`src/rtl/fetch_stage_if.sv`:
```
// rtl/fetch_stage_if.sv - instruction-memory and IF/ID bus bundle for fetch_stage
//
// Signals:
//   ImemAddr      fetch address driven by the fetch stage
//   ImemRdata     instruction word returned by memory
//   ImemReady     memory returns ImemRdata for ImemAddr this cycle
//   IFID_Instr    registered instruction to decode
//   IFID_PCPlus4  registered PC+4 of that instruction
//   IFID_Valid    1 = real instruction, 0 = bubble
// Modports:
//   master  fetch stage side
//   slave   memory / decode side
interface fetch_stage_if;
  logic [31:0] ImemAddr;
  logic [31:0] ImemRdata;
  logic        ImemReady;
  logic [31:0] IFID_Instr;
  logic [31:0] IFID_PCPlus4;
  logic        IFID_Valid;

  modport master (
    output ImemAddr,
    input  ImemRdata,
    input  ImemReady,
    output IFID_Instr,
    output IFID_PCPlus4,
    output IFID_Valid
  );

  modport slave (
    input  ImemAddr,
    output ImemRdata,
    output ImemReady,
    input  IFID_Instr,
    input  IFID_PCPlus4,
    input  IFID_Valid
  );
endinterface

```
`src/rtl/fetch_stage.sv`:
```
// rtl/fetch_stage.sv - MIPS instruction-fetch stage: PC register, imem address, IF/ID register
//
// Parameters:
//   RESET_PC  PC value loaded on reset
//   NOP_WORD  instruction word placed in IF/ID for a bubble
// Optional feature macro:
//   FETCH_PERF_CNT_EN  enables saturating stall/flush cycle counters
// Ports:
//   Clk             pipeline clock, rising edge
//   Rst             synchronous active-low reset
//   PCWrite         1 = freeze PC this cycle
//   stallcontrol    1 = hold IF/ID contents
//   flushcontrol    1 = replace IF/ID with a bubble
//   RedirectValid   taken branch/jump resolved this cycle
//   RedirectTarget  redirect PC, bits [1:0] forced to 0
//   bus             imem request/response and IF/ID outputs (master modport)
//   FetchPC         current PC register
//   StallCount      stall-cycle counter (0 when counters disabled)
//   FlushCount      flush-cycle counter (0 when counters disabled)
module fetch_stage #(
  parameter logic [31:0] RESET_PC = 32'h0000_0000,
  parameter logic [31:0] NOP_WORD = 32'h0000_0000
) (
  input  logic               Clk,
  input  logic               Rst,
  input  logic               PCWrite,
  input  logic               stallcontrol,
  input  logic               flushcontrol,
  input  logic               RedirectValid,
  input  logic [31:0]        RedirectTarget,
  fetch_stage_if.master      bus,
  output logic [31:0]        FetchPC,
  output logic [31:0]        StallCount,
  output logic [31:0]        FlushCount
);

  typedef enum logic [1:0] {
    BOOT       = 2'd0,
    FETCH      = 2'd1,
    REDIR_PEND = 2'd2
  } state_t;

  state_t      state_q, state_d;
  logic [31:0] pc_q, pc_d;
  logic [31:0] tgt_q, tgt_d;
  logic [31:0] instr_q, instr_d;
  logic [31:0] pcp4_q, pcp4_d;
  logic        valid_q, valid_d;

  logic [31:0] pc_plus4;
  logic [31:0] redir_aligned;

  // Wraps modulo 2^32 naturally.
  assign pc_plus4      = pc_q + 32'd4;
  assign redir_aligned = {RedirectTarget[31:2], 2'b00};

  always_ff @(posedge Clk) begin
    if (!Rst) begin
      state_q <= BOOT;
      pc_q    <= RESET_PC;
      tgt_q   <= RESET_PC;
      instr_q <= NOP_WORD;
      pcp4_q  <= 32'd0;
      valid_q <= 1'b0;
    end else begin
      state_q <= state_d;
      pc_q    <= pc_d;
      tgt_q   <= tgt_d;
      instr_q <= instr_d;
      pcp4_q  <= pcp4_d;
      valid_q <= valid_d;
    end
  end

  always_comb begin
    state_d = state_q;
    pc_d    = pc_q;
    tgt_d   = tgt_q;
    instr_d = instr_q;
    pcp4_d  = pcp4_q;
    valid_d = valid_q;

    unique case (state_q)
      BOOT: begin
        instr_d = NOP_WORD;
        pcp4_d  = 32'd0;
        valid_d = 1'b0;
        state_d = FETCH;
      end

      FETCH: begin
        if (RedirectValid) begin
          // Redirect outranks flush, stall and PCWrite.
          instr_d = NOP_WORD;
          pcp4_d  = 32'd0;
          valid_d = 1'b0;
          if (bus.ImemReady) begin
            pc_d = redir_aligned;
          end else begin
            // The in-flight fetch of the old PC must complete first.
            tgt_d   = redir_aligned;
            state_d = REDIR_PEND;
          end
        end else if (flushcontrol) begin
          instr_d = NOP_WORD;
          pcp4_d  = 32'd0;
          valid_d = 1'b0;
          if (!PCWrite && bus.ImemReady) begin
            pc_d = pc_plus4;
          end
        end else if (stallcontrol || PCWrite) begin
          // PC frozen; IF/ID either held or bubbled.
          if (!stallcontrol) begin
            instr_d = NOP_WORD;
            pcp4_d  = 32'd0;
            valid_d = 1'b0;
          end
        end else if (bus.ImemReady) begin
          instr_d = bus.ImemRdata;
          pcp4_d  = pc_plus4;
          valid_d = 1'b1;
          pc_d    = pc_plus4;
        end else begin
          instr_d = NOP_WORD;
          pcp4_d  = 32'd0;
          valid_d = 1'b0;
        end
      end

      REDIR_PEND: begin
        // Data returned here belongs to the abandoned path and is dropped.
        instr_d = NOP_WORD;
        pcp4_d  = 32'd0;
        valid_d = 1'b0;
        if (RedirectValid) begin
          tgt_d = redir_aligned;
        end
        if (bus.ImemReady) begin
          // A redirect arriving on the completion cycle is the newest one.
          pc_d    = RedirectValid ? redir_aligned : tgt_q;
          state_d = FETCH;
        end
      end

      default: begin
        state_d = BOOT;
      end
    endcase
  end

  assign bus.ImemAddr     = pc_q;
  assign FetchPC          = pc_q;
  assign bus.IFID_Instr   = instr_q;
  assign bus.IFID_PCPlus4 = pcp4_q;
  assign bus.IFID_Valid   = valid_q;

`ifdef FETCH_PERF_CNT_EN
  logic        stall_evt;
  logic        flush_evt;
  logic [31:0] stall_cnt_q;
  logic [31:0] flush_cnt_q;

  // Mirrors the priority chain in FETCH: stall counts only when no
  // redirect or flush took precedence.
  assign stall_evt = (state_q == FETCH) && !RedirectValid && !flushcontrol &&
                     (stallcontrol || PCWrite);
  assign flush_evt = (state_q == FETCH) && (RedirectValid || flushcontrol);

  always_ff @(posedge Clk) begin
    if (!Rst) begin
      stall_cnt_q <= 32'd0;
      flush_cnt_q <= 32'd0;
    end else begin
      if (stall_evt && (stall_cnt_q != 32'hFFFF_FFFF)) begin
        stall_cnt_q <= stall_cnt_q + 32'd1;
      end
      if (flush_evt && (flush_cnt_q != 32'hFFFF_FFFF)) begin
        flush_cnt_q <= flush_cnt_q + 32'd1;
      end
    end
  end

  assign StallCount = stall_cnt_q;
  assign FlushCount = flush_cnt_q;
`else
  assign StallCount = 32'd0;
  assign FlushCount = 32'd0;
`endif

endmodule
```
`src/flat_wrapper.sv`:
```
// flat-port wrapper written by rule: the top's interface ports become plain ports
module fetch_stage_flat 
#(
  parameter logic [31:0] RESET_PC = 32'h0000_0000,
  parameter logic [31:0] NOP_WORD = 32'h0000_0000
)
  (Clk, Rst, PCWrite, stallcontrol, flushcontrol, RedirectValid, RedirectTarget, FetchPC, StallCount, FlushCount, bus_ImemAddr, bus_ImemRdata, bus_ImemReady, bus_IFID_Instr, bus_IFID_PCPlus4, bus_IFID_Valid);
  fetch_stage_if bus_i ();
  input  logic Clk;
  input  logic Rst;
  input  logic PCWrite;
  input  logic stallcontrol;
  input  logic flushcontrol;
  input  logic RedirectValid;
  input  logic [31:0] RedirectTarget;
  output logic [31:0] FetchPC;
  output logic [31:0] StallCount;
  output logic [31:0] FlushCount;
  output wire logic [$bits(bus_i.ImemAddr)-1:0] bus_ImemAddr;
  input wire logic [$bits(bus_i.ImemRdata)-1:0] bus_ImemRdata;
  input wire logic [$bits(bus_i.ImemReady)-1:0] bus_ImemReady;
  output wire logic [$bits(bus_i.IFID_Instr)-1:0] bus_IFID_Instr;
  output wire logic [$bits(bus_i.IFID_PCPlus4)-1:0] bus_IFID_PCPlus4;
  output wire logic [$bits(bus_i.IFID_Valid)-1:0] bus_IFID_Valid;
  assign bus_ImemAddr = bus_i.ImemAddr;
  assign bus_i.ImemRdata = bus_ImemRdata;
  assign bus_i.ImemReady = bus_ImemReady;
  assign bus_IFID_Instr = bus_i.IFID_Instr;
  assign bus_IFID_PCPlus4 = bus_i.IFID_PCPlus4;
  assign bus_IFID_Valid = bus_i.IFID_Valid;
  fetch_stage #(.RESET_PC(RESET_PC), .NOP_WORD(NOP_WORD)) u_core (.Clk(Clk), .Rst(Rst), .PCWrite(PCWrite), .stallcontrol(stallcontrol), .flushcontrol(flushcontrol), .RedirectValid(RedirectValid), .RedirectTarget(RedirectTarget), .bus(bus_i), .FetchPC(FetchPC), .StallCount(StallCount), .FlushCount(FlushCount));
endmodule
```
`config.mk`:
```
export PLATFORM = sky130hd
export DESIGN_NAME = fetch_stage_flat
export DESIGN_NICKNAME = d
export VERILOG_FILES = /design/src/rtl/fetch_stage_if.sv /design/src/rtl/fetch_stage.sv /design/src/flat_wrapper.sv
export SDC_FILE = /design/constraint.sdc
export NUM_CORES = 1
export LEC_CHECK = 0
export BUFFER_PORTS_ARGS = -buffer_cell sky130_fd_sc_hd__buf_4
export CORE_UTILIZATION = 49
export CTS_CLUSTER_DIAMETER = 60
export CTS_CLUSTER_SIZE = 10
export DETAILED_ROUTE_END_ITERATION = 16
export PLACE_DENSITY_LB_ADDON = 0.15
export REMOVE_ABC_BUFFERS = 1
export SLEW_MARGIN = 20
export SYNTH_ARGS = -nofsm -noshare
export SYNTH_HDL_FRONTEND = slang
export SYNTH_SLANG_ARGS = --single-unit
```
`constraint.sdc`:
```
create_clock -name Clk -period 2.72 [get_ports Clk]
set_clock_uncertainty 0.1 [all_clocks]
set_input_delay 0.544 -clock Clk [delete_from_list [all_inputs] [get_ports Clk]]
set_output_delay 0.544 -clock Clk [all_outputs]
set_load 0.005 [all_outputs]
```
* Word-level counts from Yosys, hierarchy flattened
Index checks and enable logic that the tools add are counted.
Cells by class: $add $sub $neg 1, equality and inequality tests 10, muxes and demuxes 33, reduce and logical (&&, ||, !) cells 11
Operator list (number):
- $mux 32 | 19
- $pmux 32 s2 | 4
- $add 32x3->32 const B | 1
- $mux 2 | 3
- $ne 2x2->1 const B | 3
- $ne 3x3->1 const B | 2
- $pmux 2 s3 | 1
- $reduce_and 3->1 | 2
- $reduce_and 6->1 | 1
- $mux 1 | 5
- $ne 5x5->1 const B | 1
- $ne 4x3->1 const B | 1
- $ne 4x4->1 const B | 1
- $reduce_bool 2->1 | 2
- $eq 2x1->1 const B | 1
- $eq 2x2->1 const B | 1
- $logic_not 2->1 | 1
- $pmux 1 s2 | 1
- $reduce_and 2->1 | 1
- $reduce_or 2->1 | 1
- $logic_and 1x1->1 | 1
- $logic_not 1->1 | 1
- $logic_or 1x1->1 | 1
Storage, ports and cells: bits in registers 131, input port bits 71, output and inout port bits 193, word-level logic and storage cells 61

* Longest topological paths before layout
depth in word-level cells 6, depth in mapped cells 11, mapped depth without buffers 7

* Worst setup path after synthesis
Ideal clock, no wire load.
path kind reg2reg, start reg u_core.state_q[0], end reg u_core.pcp4_q[21], in the netlist u_core.bus.IFID_PCPlus4[21], library setup time 0.069 ns, arrival time 2.199 ns, data required time 2.551 ns, slack 0.352 ns, stages on the path, launching flop included 11, buffers on the path 3, clock period less this slack 2.368 ns, path through dfxtp_1 -> inv_1 -> ha_1 -> buf_2 -> or2_1 -> buf_2 -> or3_1 -> nor4_4 -> nand2_1 -> buf_2 -> o21ai_1
Between the ends: word-level cells in the longest chain between the ends 4, elaborated cells on any way between the ends 8, those cells by class eq/ne (3); mux (1); reduce/logical (4)
RTL lines:
- from (decl) | line fetch_stage.sv:43 | state_t state_q, state_d;
- from (signal assigned) | line fetch_stage.sv:66 | state_q <= state_d;
- $eq 2x2->1 / $logic_not 2->1 (equally long branches) | line fetch_stage.sv:83 | unique case (state_q)
- $reduce_or 2->1 (no line)
- $reduce_bool 2->1 (no line)
- $reduce_and 2->1 (no line)
- to (signal assigned) | line fetch_stage.sv:70 | pcp4_q <= pcp4_d;
- to (decl) | line fetch_stage.sv:47 | logic [31:0] pcp4_q, pcp4_d;
Several ways; a longest one is shown, not always the timed one. A chain may end at the register's enable or synchronous reset.

* Final worst setup path
start reg u_core.state_q[1], end reg u_core.pc_q[11], in the netlist u_core.FetchPC[11]
Between the ends: word-level cells in the longest chain between the ends 3, elaborated cells on any way between the ends 10, those cells by class eq/ne (7); mux (1); reduce/logical (2)
RTL lines:
- $eq 2x1->1 / $eq 2x2->1 (equally long branches) | line fetch_stage.sv:83
- $ne 4x3->1 (no line), or another cell as far along
- $reduce_and 6->1 (no line)
- to (signal assigned) | line fetch_stage.sv:67 | pc_q <= pc_d;
- to (decl) | line fetch_stage.sv:44 | logic [31:0] pc_q, pc_d;
Several ways; a longest one is shown, not always the timed one.

==> summary.md <==
| Metric | Value |
|---|---|
| Slew Limit Fails | `0` |
| H-tree depth | `4` |
| Clock sink count | `~130` |
| Initial antenna violation count | `0` |
| Startpoint type of the worst setup path | `flop` |
| Overall routing resource usage | `25.19%` |
| Clock root cell | `clkbuf_16` |
| Ys async rst share | `0%` |
| Gate count of the mapped netlist | `a little over 800` |
| First-pass GRT wire length | `28.17 mm` |
| Initial DRC Count | `around 380` |
| Vias | `6,110` |
| Total power | `roughly 5.4 mW` |
| Post-synth EDFFs | `0` |
| Top area cells in the synthesized netlist | `dfxtp_1 39%, buf_4 11%, nor2_1 5.9%, a22oi_1 5.3%, mux2i_1 4.8%` |
| Largest fanout on the critical path | `15` |
| Largest net degree at the start of global routing | `a little over 100` |
| Largest area contributor in the netlist | `dfxtp_1` |
| Worst skew pair latency | `roughly 0.42 ns` |
| Status | `finished, final reports clean` |
| Finish-stage setup viols | `0` |
| Final setup margin | `0.3249 ns` |
| CP Capture Type | `flop` |
| NumNets Final | `1,037` |
| Ports | `around 260` |
| Pwr/cell area | `about 640 nW/µm²` |
| Fin crit share | `88.05%` |
| Hold_ws | `around 0.26 ns` |
| Vias in the first global route | `5,529` |
| Flop and latch count out of synthesis | `around 130` |
| Final hold violation count | `0` |
| Min Tclk post-route | `between 2 and 2.5 ns` |
| Via density | `roughly 5.3` |
| Syn_area_per_cell | `8.303 µm²` |
| Total gr overflow | `0` |
| Top cell type's share of synthesized area | `between 30 and 40%` |
| Num rows | `42` |
| Crit path kind | `flop to flop` |
| Clock buffer depth | `2` |
| Static Leak | `3.672 nW` |
| Pre-CTS WS | `about 0.072 ns` |
| DR DRC count | `0` |
| Peak supply drop | `between 0.4 and 0.5 mV` |
| Unrepaired setup endpoints after global routing | `false` |
| Mapped cell area | `~6700 µm²` |
| Min-Delay Path Class | `input port to flop` |
| Max Freq | `around 420 MHz` |
| Die Y | `118.9 µm` |
| DP Wirelength | `between 10 and 15 mm` |
| Synth-to-Final Area Change | `27.34%` |
| Post-route cell area | `8532 µm²` |
| Die area | `around 14,000 µm²` |
| Primary FF master, synth | `dfxtp_1` |
| Placed inst area | `roughly 7900 µm²` |
| Antenna diodes | `0` |
| Starting Density | `between 50% and 60%` |
| Clock-pin slew on the worst setup and hold paths | `0.06 ns` |
| Final setup TNS | `0 ns` |
| Max_cap viols | `0` |
| Pre-antenna DRT Iters | `5` |
| Routability congestion estimate | `between 0.8 and 0.9` |
| Routed len/inst | `~15 µm` |
| Fillers | `around 1,200` |
| Port Buffers | `slightly below 200` |
| Drt total wl | `between 15 and 20 mm` |
| CTS Buf Count | `17` |
| Antenna-violating nets left | `0` |
| Sequential share of the synthesized area | `39.14%` |
| CTS tree | `yes` |
| Ys Warns | `0` |
| Share of layout cells above drive strength 1 | `between 20% and 30%` |
| Top-count cell post-synth | `dfxtp_1` |
| Slew at the pin closest to its max-slew limit | `around 0.68 ns` |
| Die span in x | `about 120 µm` |
| Core box area | `approximately 13,000 µm²` |
| Req. time, crit path | `2.93 ns` |
| Worst EP arrival | `approximately 2.6 ns` |
| Netlist cell types | `59` |
| Commonest cells in the netlist | `131 x dfxtp_1, 106 x nor2_1, 96 x buf_4` |
| Rel. slew slack | `54.49%` |
| Post-CTS setup buffer count | `0` |
[through the flow]
step	utilization [%]	instances
5_1_grt	64.17	1150
2_1_floorplan	-	714
6_report	64.17	1150
3_5_place_dp	59.58	1118
4_1_cts	64.15	1150
3_3_place_gp	59.58	1118
[routing by layer]
layer / wire length (µm) / part of all wire (%) / vias up / track usage, %
met5: 0 / 0 / - / 0
met4: 198 / 1.1 / 0 / 9.098
met3: 1081 / 6.1 / 18 / 4.550
met2: 8476 / 48 / 251 / 41.37
met1: 8016 / 45 / 2871 / 32.99
li1: - / - / 2970 / -
[cell type report]
type	instances	area [µm²]	area share [%]
clock buffers	17	425.4	4.986
clock inverters	15	182.7	2.141
inverters	9	35.03	0.4106
multi-input cells	574	3309	38.79
repair buffers	228	1737	20.35
well taps	176	220.2	2.581
flip-flops and latches	131	2623	30.74
[logic make-up after synthesis]
| kind of cell | Yosys count | share of synthesized area, % |
|---|---|---|
| other cells | 1 | 0.05597 |
| fa+ha+maj | 5 | 0.9337 |
| buf+inv | 165 | 15.05 |
| mux | 32 | 4.781 |
| simple gates | 257 | 18.10 |
| xor+xnor | 28 | 3.660 |
| flops | 131 | 39.14 |
| compound gates | 188 | 18.28 |
[critical path, cell delays in order (launching register included)]
cell	delay, ns
dfxtp_1	0.36
inv_1	0.09
ha_1	0.24
inv_1	0.14
a221oi_1	0.08
and4b_1	0.65
buf_4	0.33
a21boi_0	0.11
o21a_1	0.18
[cell usage in the layout, fill, tap and decap left out, types with 4 or more instances in the layout]
| master | instances |
|---|---|
| buf_4 | 226 |
| dfxtp_1 | 131 |
| nor2_1 | 106 |
| conb_1 | 64 |
| nand2_1 | 63 |
| a21oi_1 | 48 |
| a22oi_1 | 47 |
| mux2i_1 | 32 |
| o21ai_0 | 28 |
| nand3_1 | 21 |
| clkbuf_16 | 17 |
| xor2_1 | 16 |
| xnor2_1 | 12 |
| nor3_1 | 11 |
| and3_1 | 11 |
| o211ai_1 | 10 |
| o21ai_1 | 10 |
| nand4_1 | 9 |
| inv_1 | 8 |
| nand2b_1 | 7 |
| o22ai_1 | 6 |
| or3_1 | 5 |
| a211oi_1 | 5 |
| o31a_1 | 5 |
| ha_1 | 5 |
| a31oi_1 | 4 |
| clkinvlp_4 | 4 |
[state kept, by name, summed over array words and instances, names as in the netlist]
signal	cells
u_core.FetchPC	32
u_core.bus.IFID_Instr	32
u_core.bus.IFID_PCPlus4	32
u_core.tgt_q	32
u_core.state_q	2
u_core.bus.IFID_Valid	1
[final timing paths]
kind                                             from                                        to  slack, ns  depth (start not counted)
max reg2reg            u_core.state_q[1]$_SDFFE_PN0P_           u_core.FetchPC[11]$_SDFFE_PN0P_       0.32                          8
min reg2reg  u_core.bus.IFID_PCPlus4[29]$_SDFFE_PN0P_  u_core.bus.IFID_PCPlus4[29]$_SDFFE_PN0P_       0.34                          2
min                                  bus_ImemRdata[3]     u_core.bus.IFID_Instr[3]$_SDFFE_PN0P_       0.26                          3
max                    u_core.state_q[1]$_SDFFE_PN0P_           u_core.FetchPC[11]$_SDFFE_PN0P_       0.32                          8
[timing repair]
| action | CTS | global route |
|---|---|---|
| endpoints found under the setup margin | 0 | 2 |
| resized for setup | 0 | 1 |
| hold buffers | 0 | 0 |
[report_power, final]
group          internal [mW]  leakage (nW)  total (mW)  switching [mW]
Clock                   1.45         0.286        2.35           0.897
Combinational          0.432          2.32       0.928           0.496
Sequential              2.03          1.06        2.15           0.115
Total                   3.91          3.67        5.42            1.51
No activity file was read; power rests on OpenSTA's default activity.
